**src/rtl/hdcpu_ctrl_gen2.sv**
```systemverilog
// hdcpu_ctrl_gen2: hardwired HD-CPU controller with internal W1/W2/W3 beats, console modes, run control and interrupts
module hdcpu_ctrl_gen2 #(
  parameter int REG_SEL_W = 2,
  parameter bit STEP_EN   = 1'b1
) (
  input  logic                   T3,
  input  logic                   CLR,
  input  logic                   START,
  input  logic [2:0]             SW,
  input  logic [3:0]             IR,
  input  logic                   C,
  input  logic                   Z,
  input  logic                   INTR,
  input  logic                   STEP,
  output logic [2:0]             W,
  output logic                   ST0,
  output logic                   HALTED,
  output logic                   INTA,
  output logic                   IE,
  output logic                   LDC,
  output logic                   LDZ,
  output logic                   CIN,
  output logic                   M,
  output logic                   ABUS,
  output logic                   DRW,
  output logic                   PCINC,
  output logic                   LPC,
  output logic                   LAR,
  output logic                   PCADD,
  output logic                   ARINC,
  output logic                   SELCTL,
  output logic                   MEMW,
  output logic                   LIR,
  output logic                   SBUS,
  output logic                   MBUS,
  output logic [3:0]             S,
  output logic [2*REG_SEL_W-1:0] SEL
);
  typedef enum logic [1:0] {ST_IDLE, ST_BEAT, ST_INT} state_t;
  state_t state_q, state_d;
  logic [2:0] w_q, w_d, sw_q, sw_d;
  logic st0_q, st0_d, ie_q, ie_d;
  logic [REG_SEL_W-1:0] k_q, k_d;
  logic run, ldst, last, stop;
  assign run  = sw_q == 3'b000;
  assign ldst = run && (IR == 4'b0101 || IR == 4'b0110);
  assign last = run ? (ldst ? w_q[2] : w_q[1]) : w_q[0];
  assign stop = !run || IR == 4'b1110 || (STEP_EN && STEP);
  always_ff @(posedge T3 or posedge CLR) begin
    if (CLR) begin
      state_q <= ST_IDLE;
      w_q     <= 3'b000;
      sw_q    <= 3'b000;
      st0_q   <= 1'b0;
      ie_q    <= 1'b0;
      k_q     <= '0;
    end else begin
      state_q <= state_d;
      w_q     <= w_d;
      sw_q    <= sw_d;
      st0_q   <= st0_d;
      ie_q    <= ie_d;
      k_q     <= k_d;
    end
  end
  always_comb begin
    state_d = state_q;
    w_d     = w_q;
    sw_d    = sw_q;
    st0_d   = st0_q;
    ie_d    = ie_q;
    k_d     = k_q;
    case (state_q)
      ST_IDLE: if (START) begin
        state_d = ST_BEAT;
        w_d     = 3'b001;
        sw_d    = SW;
        if (SW != sw_q) begin
          st0_d = 1'b0;
          k_d   = '0;
        end
      end
      ST_BEAT: begin
        w_d = w_q << 1;
        if (run && w_q[1] && IR == 4'b1101) ie_d = 1'b1;
        if (run && w_q[1] && IR == 4'b1111) ie_d = 1'b0;
        if (sw_q == 3'b001 || sw_q == 3'b010) st0_d = 1'b1;
        if (sw_q == 3'b011) k_d = k_q + REG_SEL_W'(2);
        if (sw_q == 3'b100) k_d = k_q + REG_SEL_W'(1);
        if (last) begin
          w_d     = 3'b001;
          // stop rule outranks a pending interrupt; IE here is the pre-edge value
          state_d = stop ? ST_IDLE : (ie_q && INTR) ? ST_INT : ST_BEAT;
        end
      end
      ST_INT: begin
        state_d = ST_BEAT;
        w_d     = 3'b001;
        ie_d    = 1'b0;
      end
      default: state_d = ST_IDLE;
    endcase
  end
  always_comb begin
    {LDC, LDZ, CIN, M, ABUS, DRW, PCINC, LPC, LAR, PCADD, ARINC, SELCTL, MEMW, LIR, SBUS, MBUS} = '0;
    S      = 4'b0000;
    SEL    = '0;
    W      = state_q == ST_BEAT ? w_q : 3'b000;
    HALTED = state_q == ST_IDLE;
    INTA   = state_q == ST_INT;
    ST0    = st0_q;
    IE     = ie_q;
    if (state_q == ST_BEAT) begin
      case (sw_q)
        3'b001: begin
          SELCTL = 1'b1;
          SBUS   = 1'b1;
          LAR    = !st0_q;
          MEMW   = st0_q;
          ARINC  = st0_q;
        end
        3'b010: begin
          SELCTL = 1'b1;
          SBUS   = !st0_q;
          LAR    = !st0_q;
          MBUS   = st0_q;
          ARINC  = st0_q;
        end
        3'b011: begin
          SELCTL = 1'b1;
          SEL    = {k_q, k_q + REG_SEL_W'(1)};
        end
        3'b100: begin
          SELCTL = 1'b1;
          SBUS   = 1'b1;
          DRW    = 1'b1;
          SEL    = {k_q, k_q};
        end
        3'b000: begin
          if (w_q[0]) {LIR, PCINC} = 2'b11;
          if (w_q[1]) begin
            case (IR)
              4'b0001: begin S = 4'b1001; {CIN, ABUS, DRW, LDZ, LDC} = '1; end
              4'b0010: begin S = 4'b0110; {ABUS, DRW, LDZ, LDC} = '1; end
              4'b0011: begin S = 4'b1011; {M, ABUS, DRW, LDZ} = '1; end
              4'b0100: begin S = 4'b0000; {ABUS, DRW, LDZ, LDC} = '1; end
              4'b0101: begin S = 4'b1010; {M, ABUS, LAR} = '1; end
              4'b0110: begin S = 4'b1111; {M, ABUS, LAR} = '1; end
              4'b0111: PCADD = C;
              4'b1000: PCADD = Z;
              4'b1001: begin S = 4'b1111; {M, ABUS, LPC} = '1; end
              4'b1010: begin S = 4'b1010; {M, ABUS} = '1; end
              4'b1011: begin S = 4'b0110; {M, ABUS, DRW, LDZ} = '1; end
              4'b1100: begin S = 4'b1110; {M, ABUS, DRW, LDZ} = '1; end
              default: S = 4'b0000;
            endcase
          end
          if (w_q[2] && IR == 4'b0101) {DRW, MBUS} = 2'b11;
          if (w_q[2] && IR == 4'b0110) begin S = 4'b1010; {M, ABUS, MEMW} = '1; end
        end
        default: S = 4'b0000;
      endcase
    end
  end
endmodule

```
**config.mk**
```make
export PLATFORM = sky130hd
export DESIGN_NAME = hdcpu_ctrl_gen2
export DESIGN_NICKNAME = d
export VERILOG_FILES = /design/src/rtl/hdcpu_ctrl_gen2.sv
export SDC_FILE = /design/constraint.sdc
export NUM_CORES = 1
export LEC_CHECK = 0
export ABC_AREA = 1
export ABC_CLOCK_PERIOD_IN_PS = 1900
export BUFFER_PORTS_ARGS = -buffer_cell sky130_fd_sc_hd__buf_2
export CORE_UTILIZATION = 52
export DETAILED_ROUTE_END_ITERATION = 10
export GPL_TIMING_DRIVEN = 0
export HOLD_SLACK_MARGIN = 0.08
export PLACE_DENSITY = 0.85
export SYNTH_ARGS = -nofsm -noshare
export SYNTH_HDL_FRONTEND = slang
export SYNTH_SLANG_ARGS = --single-unit
```
**constraint.sdc**
```tcl
create_clock -name T3 -period 1.9 [get_ports T3]
set_input_delay 0 -clock T3 [delete_from_list [all_inputs] [get_ports T3]]
set_output_delay 0 -clock T3 [all_outputs]
set_load 0.1 [all_outputs]
```
### Yosys cells after proc, flatten, opt, wreduce, memory -nomap -nowiden

Index checks and enable logic that the tools add are counted.

| operators by class | value |
|---|---|
| reductions and logical operators | 35 |
| multiply operators | 0 |
| muxes and demuxes | 82 |
| equal/unequal tests | 28 |
| bitwise operators | 0 |
| add/sub/neg operators | 2 |
| $lt $le $gt $ge | 0 |
| shifts and indexed selects | 0 |
| div/mod/pow operators | 0 |

Operator list:

| kind | number |
|---|---|
| 1-bit 2-to-1 mux | 53 |
| 4-bit == test, second input constant | 8 |
| 4-bit case mux with 6 select lines | 1 |
| 4-bit 2-to-1 mux | 5 |
| 4-bit by 3-bit == test with 1-bit output, second input constant | 4 |
| 2-bit 2-to-1 mux | 8 |
| 1-bit case mux with 2 select lines | 8 |
| 2-bit OR reduction | 6 |
| 10-bit OR reduction | 1 |
| 3-bit 2-to-1 mux | 3 |
| 3-bit case mux with 3 select lines | 1 |
| 4-bit by 2-bit == test with 1-bit output, second input constant | 2 |
| 4-bit case mux with 2 select lines | 1 |
| 2-bit AND reduction | 4 |
| 4-bit AND reduction | 2 |
| 1-bit logical AND | 7 |
| 7-bit OR reduction | 1 |
| 3-bit by 2-bit == test with 1-bit output, second input constant | 2 |
| 2-bit != test, second input constant | 3 |
| 3-bit != test, second input constant | 2 |
| 2-bit case mux with 3 select lines | 1 |
| 6-bit OR reduction | 1 |
| 4-bit by 1-bit == test with 1-bit output, second input constant | 1 |
| 1-bit logical OR | 4 |
| other kinds (16) | 18 |

| storage, ports and cells | value |
|---|---|
| bits in read-only memories | 0 |
| latch bits | 0 |
| bits in writable memories | 0 |
| output and inout bits | 31 |
| memories kept | 0 |
| register bits after elaboration | 12 |
| bits of input ports | 14 |

### Logic depth before layout (Yosys ltp)

| logic depth | value |
|---|---|
| word-level depth | 7 |
| gate-level depth with buffers | 9 |
| gate-level depth less buffers | 9 |

### Least setup slack after synthesis

Ideal clock, no wire load.

| timing path | value |
|---|---|
| path kind | flip-flop to output port |
| start | register state_q[1] |
| end | output port LDC |
| cell stages (with the launch flop) | 8 |
| path slack | -1.371 ns |
| arrival | 3.271 ns |
| cell sequence | dfrtp_1 -> inv_1 -> nand2_2 -> nor2_2 -> nand2_2 -> inv_2 -> nand2_1 -> o22ai_1 |

| between the ends | value |
|---|---|
| longest elaborated chain between the ends | 2 |

Ends and longest elaborated chain:

| element | RTL line | source |
|---|---|---|
| start, declared | 40 | `state_t state_q, state_d;` |
| start signal, assigned | 58 | `state_q <= state_d;` |
| 2-bit by 1-bit == test with 1-bit output | 113 | `if (state_q == ST_BEAT) begin` |
| 1-bit 2-to-1 mux | 113 |  |
| end, declared | 20 | `output logic LDC,` |

Every way passes these cells.

### Worst setup path in the final report

| timing path | value |
|---|---|
| start | register sw_q[2] |
| end | output port ABUS |

| between the ends | value |
|---|---|
| longest elaborated chain between the ends | 3 |

Ends and longest elaborated chain:

| element | RTL line | source |
|---|---|---|
| start, declared | 41 | `logic [2:0] w_q, w_d, sw_q, sw_d;` |
| start signal, assigned | 60 | `sw_q <= sw_d;` |
| 3-bit zero test | 114 | `case (sw_q)` |
| 1-bit 2-to-1 mux | 114 |  |
| 1-bit 2-to-1 mux | 113 |  |
| end, declared | 24 | `output logic ABUS,` |

Every way passes these cells.

==> out/results.ini <==
[outcome]
status=finished, violations left
violations=negative setup slack

[placed_design]
place_ws_ps=-70.77
place_congestion=0.9131
dpl.cell_count=268
dp_hpwl_um=2628
io_buffer_count=44

[detailed_routing]
dr.pass1.iters=4
met2_length_um=2247
post_drt_wl_per_cell_um=17.68
routed_via_density=6.285
met1Wirelength_um=1677
drc_errors=0
wl_um=5022
drt_iter0_drc=164
dr_total_vias=1785
dr_wl_met3_um=640
dr.max_layer_used=met4
antenna_left=0

[power_and_ir_drop]
vdd_drop_max_v=0.001731
p_leak_nw=0.9199
powerDensity_nw_per_um2=1868

[clocking]
numClockSinks=12
cts.htree.levels=1
clock_path_buffers=2
cts_buffers=3
cts_tree=done
insertion_delay_ps=280
root_buffer=clkbuf_4
path_clk_slew_ps=80

[setup_path]
cp_num_buf_inv=2
path_common_cell=nand2_1
cp-end-kind=output port
cp_max_fo=6
slowest_stage=dfrtp_1
crit_required_ps=1900
crit_type=reg -> out
worst-endpoint-arrival_ps=1990
max_stage_delay_ps=450
crit_chain=inv_2 > nand2_2 > nor2_2 > nand2_1 > nand2_1 > nand2_1 > nand2_1 > buf_12
cp_top_family=simple AND/OR/NAND/NOR gates
startpoint_type=flip-flop

[sta]
worst_pin_slew_ps=499.9
setup_ws_ps=-91.16
slew_headroom_pct=66.90
fmax_mhz=502.2
period_needed_ps=1991
setup_tns_ps=-347.2
skew_ps=2.358
rsz0062_at_grt=yes
drv_slew=0
timing.final.crit_share_pct=104.8
finalSetupViolations=7
finalHoldViolCount=0

[logic_synthesis]
synth.ff_latch_count=12
synth_seq_area_share_pct=26.76
synthFlopType=dfrtp_1
synth_top_area_share_pct=26.76
synthCells=197
synthTopCellsByArea=dfrtp_1, nand2_1, inv_1, nor2_1, a21oi_1
synth_edf_count=0
yosysTopAreaCell=dfrtp_1
ys_types=23
syn_nets=211
synthArstFlopShare_pct=100.0
synth_area_per_cell_um2=5.697
synth_warnings=0
syn_area_um2=1122

[layout]
fin_nets=272
fin_util_pct=94.00
areaGrowthSynthToFinish_pct=67.67
fillers=66
n_antenna_cell=0
fin_cells=284
drive_above_1_share_pct=39.69

[floorplan]
num_rows=16
die_area_um2=2348
fp.dieH_um=48.46
ios=45
dieWidth_um=48.46
coreArea_um2=2002
initial_core_util_pct=56.06

[global_routing]
globalRouteTotalUtil_pct=35.86
grt_max_degree=13
antenna_found_initial=0
first_global_vias=1459
grt.overflow.total=0
grt_pass1_wl_um=6541

[run]
cap_violations=0

[min_path]
min_path_type=in -> reg

[worst register-to-register path, cell delays in order, from the launching register on]
cell and delay, ps:
dfrtp_1 450, inv_2 160, nand2_2 150, nor3_2 230
nand4_1 100, dlygate4sd3_1 570, a21oi_1 120
[path summary, 6_finish.rpt]
check / cells past startpoint / slack (ps) / start / endpoint
max: 8 / -90 / sw_q[2]$_DFFE_PP0P_ / ABUS
min: 6 / 80 / STEP / state_q[0]$_DFFE_PP0P_
max reg2reg: 6 / 60 / sw_q[2]$_DFFE_PP0P_ / state_q[1]$_DFFE_PP0P_
min reg2reg: 2 / 610 / k_q[1]$_DFFE_PP0P_ / k_q[1]$_DFFE_PP0P_
max in group asynchronous: 3 / 1280 / CLR / ST0$_DFFE_PP0P_
min in group asynchronous: 3 / 270 / CLR / sw_q[2]$_DFFE_PP0P_
[cells in the final DEF, fill, tap and decap left out, types with 3 or more instances in the layout]
master	n
a21oi_1	8
a21oi_2	3
a21oi_4	5
buf_12	4
buf_2	24
buf_4	12
buf_6	5
clkbuf_4	5
dfrtp_1	9
dfrtp_2	3
dlygate4sd3_1	9
inv_1	26
nand2_1	50
nand2_2	4
nand2_4	3
nand3_1	12
nand4_1	7
nor2_1	17
nor2_2	10
nor2_4	5
nor3_1	4
o21ai_0	10
[through the flow]
step / cell area [µm²] / hold slack (ps) / total power, mW
2_1_floorplan: 1311 / -135.4 / 2.591
3_3_place_gp: 1565 / 26.13 / 2.910
6_report: 1882 / 76.23 / 3.514
4_1_cts: 1787 / 80.20 / 3.265
5_1_grt: 1882 / 95.75 / 3.636
3_5_place_dp: 1565 / 30.17 / 2.956
[per-layer routing]
metal	up-vias	track usage (%)
li1	761	-
met1	763	45.29
met2	197	59.62
met3	64	7.233
met4	0	15.20
met5	-	0
[power breakdown]
group | switching, mW | internal, mW | leakage [nW]
Clock | 0.0932 | 0.117 | 0.0210
Combinational | 2.18 | 0.597 | 0.753
Sequential | 0.158 | 0.368 | 0.146
Total | 2.43 | 1.08 | 0.920
[what timing repair did]
item                                   CTS  global route
resized for setup                       30            26
pin swaps                                1             1
buffers inserted                         2             1
setup endpoints to repair               22            20
endpoints found under the hold margin   18             0
hold buffers                             9             0
[cell type report]
| class | count | area [µm²] | share of cell area (%) |
|---|---|---|---|
| Buffer | 2 | 25.02 | 1.330 |
| Clock buffer | 4 | 36.28 | 1.928 |
| Inverter | 32 | 132.6 | 7.048 |
| Multi-Input combinational cell | 151 | 893.4 | 47.47 |
| Sequential cell | 12 | 304.0 | 16.16 |
| Tap cell | 27 | 33.78 | 1.795 |
| Timing Repair Buffer | 56 | 456.7 | 24.27 |
[logic make-up (layout without fill, tap and decap cells)]
family,count (synthesis),count (layout),share of synthesized area (%)
AOI/OAI and AO/OA,31,31,14.38
buffers and inverters,34,94,11.71
xor gates and xnor gates,2,2,1.561
and+or+nand+nor,118,118,45.60
DFF,12,12,26.76
[synth_stat cells (2+ instances only)]
| cell type | instances |
|---|---|
| nor2_2 | 4 |
| nor3_1 | 7 |
| nand3_1 | 12 |
| nand4_1 | 7 |
| a21oi_1 | 16 |
| nand2_2 | 2 |
| xnor2_1 | 2 |
| dfrtp_1 | 12 |
| o21ai_0 | 10 |
| nand2_1 | 55 |
| o22ai_1 | 2 |
| inv_1 | 30 |
| nor2_1 | 28 |
[registers in the layout, summed over array words and instances (netlist names)]
| name | flops |
|---|---|
| IE | 1 |
| ST0 | 1 |
| k_q | 2 |
| state_q | 2 |
| sw_q | 3 |
| w_q | 3 |
Note: power is estimated with default switching activity, not from simulation.
